<file path="src/rtl/cache_miss_controller.sv">
// Cache miss controller: sequences a direct-mapped, write-through,
// no-write-allocate data cache between the CPU load/store port and memory.
// Loads probe the cache and refill the line from memory on a miss. Stores
// update the cache only on a hit and are always written through to memory.
// Handshakes: cpu_req_i is a level request that must stay high while
// cpu_stall_o=1; cpu_done_o pulses for one cycle when the access completes.
// mem_req_o is held until mem_ack_i is seen, or until the wait limit expires.
module cache_miss_controller #(
    parameter int DATA_WIDTH = 32,
    parameter int ADDR_WIDTH = 32,
    parameter int WAIT_LIMIT = 64,
    parameter int CNT_WIDTH  = 16
) (
    input  logic                  clk,
    input  logic                  rst,
    input  logic                  cpu_req_i,
    input  logic                  cpu_we_i,
    input  logic [ADDR_WIDTH-1:0] cpu_addr_i,
    input  logic [DATA_WIDTH-1:0] cpu_wdata_i,
    output logic [DATA_WIDTH-1:0] cpu_rdata_o,
    output logic                  cpu_stall_o,
    output logic                  cpu_done_o,
    output logic [ADDR_WIDTH-1:0] cache_addr_o,
    output logic [DATA_WIDTH-1:0] cache_wdata_o,
    output logic                  cache_we_o,
    input  logic                  cache_hit_i,
    input  logic [DATA_WIDTH-1:0] cache_rdata_i,
    output logic                  mem_req_o,
    output logic                  mem_we_o,
    output logic [ADDR_WIDTH-1:0] mem_addr_o,
    output logic [DATA_WIDTH-1:0] mem_wdata_o,
    input  logic                  mem_ack_i,
    input  logic [DATA_WIDTH-1:0] mem_rdata_i,
    output logic                  err_o,
    output logic [CNT_WIDTH-1:0]  hit_count_o,
    output logic [CNT_WIDTH-1:0]  miss_count_o,
    output logic [2:0]            dbg_state_o
);

    typedef enum logic [2:0] {
        S_IDLE   = 3'd0,
        S_LOOKUP = 3'd1,
        S_MEM_RD = 3'd2,
        S_FILL   = 3'd3,
        S_MEM_WR = 3'd4,
        S_RESP   = 3'd5
    } state_t;

    localparam int WW = $clog2(WAIT_LIMIT + 1);
    // Value of the wait counter in the last cycle a memory access may wait.
    localparam logic [WW-1:0] WAIT_LAST = WW'(WAIT_LIMIT - 1);

    state_t                r_state;
    logic [ADDR_WIDTH-1:0] r_addr;
    logic [DATA_WIDTH-1:0] r_wdata;
    logic                  r_we;
    logic [DATA_WIDTH-1:0] r_fill;
    logic [DATA_WIDTH-1:0] r_rdata;
    logic [WW-1:0]         r_wait;
    logic                  r_err;
    logic [CNT_WIDTH-1:0]  r_hit_cnt;
    logic [CNT_WIDTH-1:0]  r_miss_cnt;
    logic                  r_mem_req;
    logic                  r_mem_we;
    logic                  r_done;
    logic                  w_cache_we;
    logic                  w_stall;
    logic                  w_timeout;

    // Cache write strobe: store hit during the probe, or the refill cycle.
    // The probe result is only known during LOOKUP, so this is a decode.
    always_comb begin
        w_cache_we = ((r_state == S_LOOKUP) && r_we && cache_hit_i) ||
                     (r_state == S_FILL);
    end

    // Stall the CPU from the accepting IDLE cycle up to (not including) RESP.
    always_comb begin
        w_stall   = ((r_state == S_IDLE) && cpu_req_i) ||
                    (r_state == S_LOOKUP) || (r_state == S_MEM_RD) ||
                    (r_state == S_FILL)   || (r_state == S_MEM_WR);
        w_timeout = (r_wait == WAIT_LAST) && !mem_ack_i;
    end

    // Main sequencer: state, request latches, registered strobes and counters.
    always_ff @(posedge clk or posedge rst) begin
        if (rst) begin
            r_state    <= S_IDLE;
            r_addr     <= '0;
            r_wdata    <= '0;
            r_we       <= 1'b0;
            r_fill     <= '0;
            r_rdata    <= '0;
            r_wait     <= '0;
            r_err      <= 1'b0;
            r_hit_cnt  <= '0;
            r_miss_cnt <= '0;
            r_mem_req  <= 1'b0;
            r_mem_we   <= 1'b0;
            r_done     <= 1'b0;
        end else begin
            r_done <= 1'b0;
            case (r_state)
                S_IDLE: begin
                    if (cpu_req_i) begin
                        r_addr  <= cpu_addr_i;
                        r_wdata <= cpu_wdata_i;
                        r_we    <= cpu_we_i;
                        r_state <= S_LOOKUP;
                    end
                end
                S_LOOKUP: begin
                    if (cache_hit_i) begin
                        if (r_hit_cnt != '1) r_hit_cnt <= r_hit_cnt + 1'b1;
                    end else begin
                        if (r_miss_cnt != '1) r_miss_cnt <= r_miss_cnt + 1'b1;
                    end
                    r_wait <= '0;
                    if (r_we) begin
                        r_mem_req <= 1'b1;
                        r_mem_we  <= 1'b1;
                        r_state   <= S_MEM_WR;
                    end else if (cache_hit_i) begin
                        r_rdata <= cache_rdata_i;
                        r_done  <= 1'b1;
                        r_state <= S_RESP;
                    end else begin
                        r_mem_req <= 1'b1;
                        r_mem_we  <= 1'b0;
                        r_state   <= S_MEM_RD;
                    end
                end
                S_MEM_RD: begin
                    // An ack arriving on the last allowed cycle still wins.
                    if (mem_ack_i) begin
                        r_rdata   <= mem_rdata_i;
                        r_fill    <= mem_rdata_i;
                        r_mem_req <= 1'b0;
                        r_state   <= S_FILL;
                    end else if (w_timeout) begin
                        r_rdata   <= '0;
                        r_err     <= 1'b1;
                        r_mem_req <= 1'b0;
                        r_done    <= 1'b1;
                        r_state   <= S_RESP;
                    end else begin
                        r_wait <= r_wait + 1'b1;
                    end
                end
                S_FILL: begin
                    r_done  <= 1'b1;
                    r_state <= S_RESP;
                end
                S_MEM_WR: begin
                    if (mem_ack_i || w_timeout) begin
                        if (!mem_ack_i) r_err <= 1'b1;
                        r_mem_req <= 1'b0;
                        r_mem_we  <= 1'b0;
                        r_done    <= 1'b1;
                        r_state   <= S_RESP;
                    end else begin
                        r_wait <= r_wait + 1'b1;
                    end
                end
                S_RESP: begin
                    r_state <= S_IDLE;
                end
                default: begin
                    r_state <= S_IDLE;
                end
            endcase
        end
    end

    assign cpu_rdata_o   = r_rdata;
    assign cpu_stall_o   = w_stall;
    assign cpu_done_o    = r_done;
    assign cache_addr_o  = r_addr;
    assign cache_wdata_o = (r_state == S_FILL) ? r_fill : r_wdata;
    assign cache_we_o    = w_cache_we;
    assign mem_req_o     = r_mem_req;
    assign mem_we_o      = r_mem_we;
    assign mem_addr_o    = r_addr;
    assign mem_wdata_o   = r_wdata;
    assign err_o         = r_err;
    assign hit_count_o   = r_hit_cnt;
    assign miss_count_o  = r_miss_cnt;
    assign dbg_state_o   = r_state;

endmodule

</file>
<file path="config.mk">
export PLATFORM = sky130hd
export DESIGN_NAME = cache_miss_controller
export DESIGN_NICKNAME = d
export VERILOG_FILES = /design/src/rtl/cache_miss_controller.sv
export SDC_FILE = /design/constraint.sdc
export NUM_CORES = 1
export LEC_CHECK = 0
export ABC_AREA = 0
export CAP_MARGIN = 30
export CORE_MARGIN = 2
export CORE_UTILIZATION = 35
export CTS_CLUSTER_SIZE = 16
export DETAILED_ROUTE_END_ITERATION = 8
export GPL_TIMING_DRIVEN = 0
export PLACE_DENSITY = 0.8
export SETUP_SLACK_MARGIN = 0.15
export SYNTH_ARGS = -nofsm -noshare
export SYNTH_HDL_FRONTEND = slang
export SYNTH_SLANG_ARGS = --single-unit
</file>
<file path="constraint.sdc">
create_clock -name clk -period 5.7 [get_ports clk]
set_clock_uncertainty 0.05 [all_clocks]
set_input_delay 0.855 -clock clk [delete_from_list [all_inputs] [get_ports clk]]
set_output_delay 0.855 -clock clk [all_outputs]
set_load 0.02 [all_outputs]
</file>
==> results of run 1 <==
[placed cells by master (no fill, tap or decap), drive strengths merged, types with 4 or more instances in the layout]
cell             n
nor3            10
a22oi           32
clkdlybuf4s50  334
mux2            99
a31oi            4
dfrtp          175
nor2            21
nand4           11
buf             54
nand2b           4
nand3           16
a21oi            9
and2             4
and4             5
clkbuf          39
xor2             6
xnor2           19
inv             16
o21ai           40
and3             6
nand2          149
[worst reg2reg max path, delay by kind of cell, from the launching register on]
family,cells,cell delay (ns)
buffers and inverters,3,1.39
flip-flops,1,0.47
multiplexers,1,0.37
AND/OR/NAND/NOR,1,0.63
[layer usage]
metal / GRT usage, % / up-vias / wire, um
met5: 0 / - / 0
met4: 6.029 / 0 / 543
met3: 7.131 / 36 / 2111
met2: 35.72 / 297 / 12330
met1: 23.91 / 3371 / 9941
li1: - / 3228 / -
[power by group through the flow]
stage / clock (mW) / combinational (mW) / sequential, mW
global placement: 0 / 3.67 / 2.13
detailed placement: 0 / 3.74 / 2.15
CTS: 1.15 / 3.75 / 2.13
finish: 1.12 / 3.72 / 2.13
global route: 1.20 / 3.95 / 2.20
floorplan: 0 / 1.54 / 2.55
[through the flow]
| step | power [mW] | cells |
|---|---|---|
| detailed placement | 5.889 | 1354 |
| global route | 7.363 | 1386 |
| floorplan | 4.085 | 730 |
| global placement | 5.802 | 1349 |
| CTS | 7.039 | 1386 |
| finish | 6.968 | 1386 |
[state kept, by name (all words and copies together) (netlist names)]
signal        cells
r_fill           32
mem_req_o         1
mem_we_o          1
r_wait            7
cache_addr_o     32
err_o             1
r_we              1
dbg_state_o       3
hit_count_o      16
mem_wdata_o      32
cpu_done_o        1
miss_count_o     16
cpu_rdata_o      32
[worst max path at each step]
stage | from | end | slack [ns] | cells past startpoint
floorplan | rst | cache_addr_o[0] | 2.56 | 1
global placement | rst | mem_wdata_o[13] | 1.01 | 2
detailed placement | dbg_state_o[2] | cache_wdata_o[30] | 1.88 | 6
CTS | dbg_state_o[2] | cache_wdata_o[30] | 1.39 | 6
global route | dbg_state_o[2] | cache_wdata_o[30] | 1.28 | 6
finish | dbg_state_o[2] | cache_wdata_o[30] | 1.54 | 6
[final cells by class]
cell class	count	area (sq um)
Multi-Input combinational cell	479	3202
Inverter	6	26.28
Clock buffer	18	429.2
Sequential cell	175	4379
Timing Repair Buffer	339	3443
Clock inverter	14	118.9
Tap cell	285	356.6
Buffer	70	395.4
Fill cell	1972	10150
[cells by family after synthesis]
kind of cell / synth area share, %
adder cells (fa/ha/maj): 0.4693
XOR/XNOR: 2.737
flip-flops: 54.75
multiplexers: 14.31
buffers and inverters: 5.225
AND/OR/NAND/NOR: 14.13
AO/OA/AOI/OAI: 8.384
==> results_dict.tcl, run 1 <==
set metrics [dict create \
    cts.sinks 175 \
    ys_seq_area_share_pct 54.75 \
    r2r-end "mem_wdata_o[23]" \
    holdWs_ns 0.4177 \
    yosysMostFrequentCell "dfrtp_1" \
    initial_core_util_pct 35.55 \
    grt_pass1_wl_mm 38.81 \
    cts_tree "done" \
    placed_area_sq_um 11800 \
    io_pins 335 \
    switching_share_pct 39.51 \
    rsz0062_at_grt "no" \
    dp_slack_ns 1.881 \
    cts.path.max_buffers 2 \
    drt_iter0_markers 315 \
    hp-class "flip-flop to flip-flop" \
    grt_max_degree 41 \
    remaining_drc_errors 0 \
    htreeDepth 4 \
    antenna_cells 0 \
    p_clk_share_pct 16.1 \
    cp_num_buf_inv 3 \
    antenna_found_initial 0 \
    gp_congestion 0.8549 \
    synth_nets 867 \
    p_seq_share_pct 30.6 \
    ir_drop_mv 0.4016 \
    min_path_cells 1 \
    grtUsageTotal_pct 20.49 \
    die_area_sq_um 24080 \
    final_layout_size_suffix_gt1_share_pct 16.71 \
    power_density_nw_per_um2 564.2 \
    post-cts-setup-buffer-count 0 \
    required_ns 4.80 \
    combPwrFrac_pct 53.3 \
    die_h_um 155.2 \
    final_nets 1225 \
    cts_made_buffers 17 \
    final_area_sq_um 12350 \
    synth_area_leader_cell "dfrtp_1" \
    layout_min_cycle_time_ns 4.158 \
    grt.overflow.total 0 \
    dp_hpwl_mm 19.01 \
    yosys_most_used_dff "dfrtp_1" \
    critPathKind "flip-flop to output pin" \
    synthTopCellsByCount "dfrtp_1, nand2_1, mux2_2, o21ai_0" \
    maxSlewViolCount 0 \
    grt_pass1_vias 7140 \
    post-route-period-util_pct 72.94 \
    die_w_um 155.2 \
    reg2reg_slack_ns 2.67 \
    p_switching_mw 2.753 \
    avgSynthCellArea_sq_um 10.96 \
    routed_wl_mm 24.92 \
    clkTransAtPathRegs_ns 0.07 \
    hold_buffers 0 \
    cp_slowest_cell "buf_1" \
    clkLatencyLatePin_ns 0.42 \
    finish.utilization_pct 54.88 \
    path_cells "clkbuf_1, nor2b_1, nand2_1, buf_1, mux2_2, clkdlybuf4s50_1" \
    cp_max_fo 10 \
    yosysWarnings 0 \
    relSlewSlack_pct 40.15 \
    synthDominantCellAreaShare_pct 54.75 \
    synth.area.top_cells "dfrtp_1, mux2_2, nand2_1" \
    hold_path_end "err_o" \
    crit_path_end_kind "output pin" \
    synth-edff-count 0 \
    leakage_nw 5.312 \
    async_flop_share_pct 100.0 \
    worstHoldStart "err_o" \
    p_int_mw 4.215 \
    cts_resized 0 \
    core_sq_um 22500 \
    fmax_ghz 0.2405 \
    worst_slack_ns 1.543 \
    rows 55 \
    detail-route-antenna-nets 0 \
    hold_violations 0 \
    setup_violations 0 \
    clock-root-buffer "clkbuf_16" \
    dr.pass1.iters 5 \
    synthCells 730 \
    via_per_inst 5.001 \
    path_delay_family "buffers and inverters" \
    syn2layout_area_growth_pct 54.40 \
    r2r_cells 5 \
    run_status "completed" \
    maxCapViolCount 0 \
    start_kind "flip-flop" \
    synth_cell_type_count 53 \
    worst_slew_pin_slew_ns 0.8977 \
    finalSetupTns_ns 0 \
    port_buffers 334 \
    worstReg2RegStart "dbg_state_o[2]" \
    wl_per_cell_um 17.98 \
    max_stage_delay_ns 0.61 \
    ys_ff_latch 175 \
    worstPathArrival_ns 3.25 \
    syn_area_sq_um 7999 \
    vias 6932 \
]
(Power assumes the default switching activity.)
==> run 2, diff against run 1 <==
Clock period 5.7 ns to 3.71 ns, I/O delays scaled along.
==> run 2 against run 1 <==
  * Register-to-register slack worse by 1.9 ns
  * Sequential share of layout area about the same
  * Combinational power up 53%
  * Non-clock buffer count unchanged
  * Routed wire length about the same
  * Clock power increased by 54%
  * Die area unchanged
  * Setup slack worse by 1.3 ns
  * Core utilization about the same
  * Sequential power up 54%
  * Worst hold slack about the same
  * Sequential cell count unchanged
==> results_dict.tcl, run 2 (synthesis results as in run 1) <==
set metrics [dict create \
    run_status "completed" \
    grt_pass1_wl_mm 38.81 \
    final_cells 1386 \
    htreeDepth 4 \
    setup_violations 0 \
    path_cells "clkbuf_2, nor2b_1, nand2_1, buf_2, mux2_2, clkdlybuf4s50_1" \
    clkLatencyLatePin_ns 0.42 \
    power_density_nw_per_um2 866.4 \
    die_area_sq_um 24080 \
    dr.pass1.iters 5 \
    vias 6935 \
    finalSetupTns_ns 0 \
    max_stage_delay_ns 0.56 \
    detail-route-antenna-nets 0 \
    hold_path_end "err_o" \
    cp_max_fo 10 \
    worstReg2RegStart "dbg_state_o[2]" \
    r2r-end "mem_wdata_o[23]" \
    clock-root-buffer "clkbuf_16" \
    crit_path_end_kind "output pin" \
    reg2reg_slack_ns 0.74 \
    r2r_cells 5 \
    required_ns 3.10 \
    initial_core_util_pct 35.55 \
    hold_violations 0 \
    cts.sinks 175 \
    maxCapViolCount 0 \
    dp_hpwl_mm 19.01 \
    relSlewSlack_pct 40.13 \
    worst_slew_pin_slew_ns 0.8980 \
    grt_max_degree 41 \
    start_kind "flip-flop" \
    gp_congestion 0.8549 \
    hold_buffers 0 \
    rows 55 \
    final_area_sq_um 12360 \
    worst_slack_ns 0.2786 \
    cts_tree "done" \
    clkTransAtPathRegs_ns 0.07 \
    post-route-period-util_pct 92.49 \
    drt_iter0_markers 315 \
    antenna_found_initial 0 \
    cp_slowest_cell "clkdlybuf4s50_1" \
    cp_num_buf_inv 3 \
    final_cell_mix "clkdlybuf4s50_1, dfrtp_1, nand2_1" \
    leakage_nw 5.320 \
    cts_resized 5 \
    port_buffers 334 \
    routed.top_layer "met4" \
    total_power_mw 10.71 \
    cts.path.max_buffers 2 \
    grt_pass1_vias 7140 \
    final_common_cell "clkdlybuf4s50_1" \
    maxSlewViolCount 0 \
    path_delay_family "buffers and inverters" \
    die_h_um 155.2 \
    antenna_cells 0 \
    fmax_ghz 0.2914 \
    remaining_drc_errors 0 \
    grtUsageTotal_pct 20.49 \
    wl_met3_mm 2.116 \
    post-place-cells 1354 \
    min_path_cells 1 \
    rsz0062_at_grt "yes" \
    grt.overflow.total 0 \
    core_sq_um 22500 \
    layout_min_cycle_time_ns 3.431 \
    final_nets 1225 \
    wl_met1_mm 9.932 \
    worstPathArrival_ns 2.82 \
    placed_area_sq_um 11800 \
    wl_per_cell_um 17.97 \
    die_w_um 155.2 \
    final_layout_size_suffix_gt1_share_pct 17.08 \
    cts_made_buffers 17 \
    via_per_inst 5.004 \
    wl_met2_mm 12.32 \
    routed_wl_mm 24.91 \
    syn2layout_area_growth_pct 54.50 \
    dp_slack_ns 0.1898 \
    critPathKind "flip-flop to output pin" \
    hp-class "flip-flop to flip-flop" \
    post-cts-setup-buffer-count 0 \
    io_pins 335 \
    worstHoldStart "err_o" \
    ir_drop_mv 0.6170 \
]
==> run 2: cell counts in the layout (fill, tap and decap cells not counted) <==
No cell type changed its count.
==> run 2: layer usage <==
layer | global-route usage [%] | vias up
met3 | 7.131 | 34
met2 | 35.72 | 292
met5 | 0 | -
met1 | 23.91 | 3379
met4 | 6.029 | 0
li1 | - | 3230
==> run 2: power breakdown <==
| part | switching, mW | leakage [nW] | total (mW) | internal, mW |
|---|---|---|---|---|
| clock | 0.836 | 0.272 | 1.72 | 0.886 |
| sequential | 0.583 | 2.19 | 3.27 | 2.69 |
| combinational | 2.81 | 2.86 | 5.71 | 2.90 |
| total | 4.23 | 5.32 | 10.7 | 6.48 |
==> run 2: area by class of cell <==
type | count | area, sq um
inverters | 6 | 26.28
flip-flops and latches | 175 | 4379
clock inverters | 14 | 118.9
multi-input cells | 479 | 3202
repair buffers | 339 | 3443
plain buffers | 70 | 402.9
clock buffers | 18 | 429.2
fillers | 1970 | 10140
well taps | 285 | 356.6
==> run 2: worst max path at each step <==
stage,start,to,slack [ns],cells past startpoint
floorplan,rst,cache_addr_o[0],0.86,1
global placement,rst,mem_wdata_o[13],-0.68,2
detailed placement,dbg_state_o[2],cache_wdata_o[30],0.19,6
CTS,dbg_state_o[2],cache_wdata_o[9],0.19,6
global route,dbg_state_o[2],cache_wdata_o[17],0.11,6
finish,dbg_state_o[2],cache_wdata_o[9],0.28,6
==> run 2: metrics by stage <==
stage	utilization (%)	hold WS, ns
after global placement	52.00	0.3956
after detailed placement	52.45	0.4091
final	54.92	0.4177
after global routing	54.92	0.4430
after CTS	54.92	0.4281
after floorplan	-	0.3917
==> run 2: worst reg2reg max path: stages (launching register included) <==
cell,delay (ns)
dfrtp_1,0.46
clkbuf_2,0.22
nor4b_1,0.61
clkbuf_1,0.72
buf_2,0.42
mux2_2,0.37
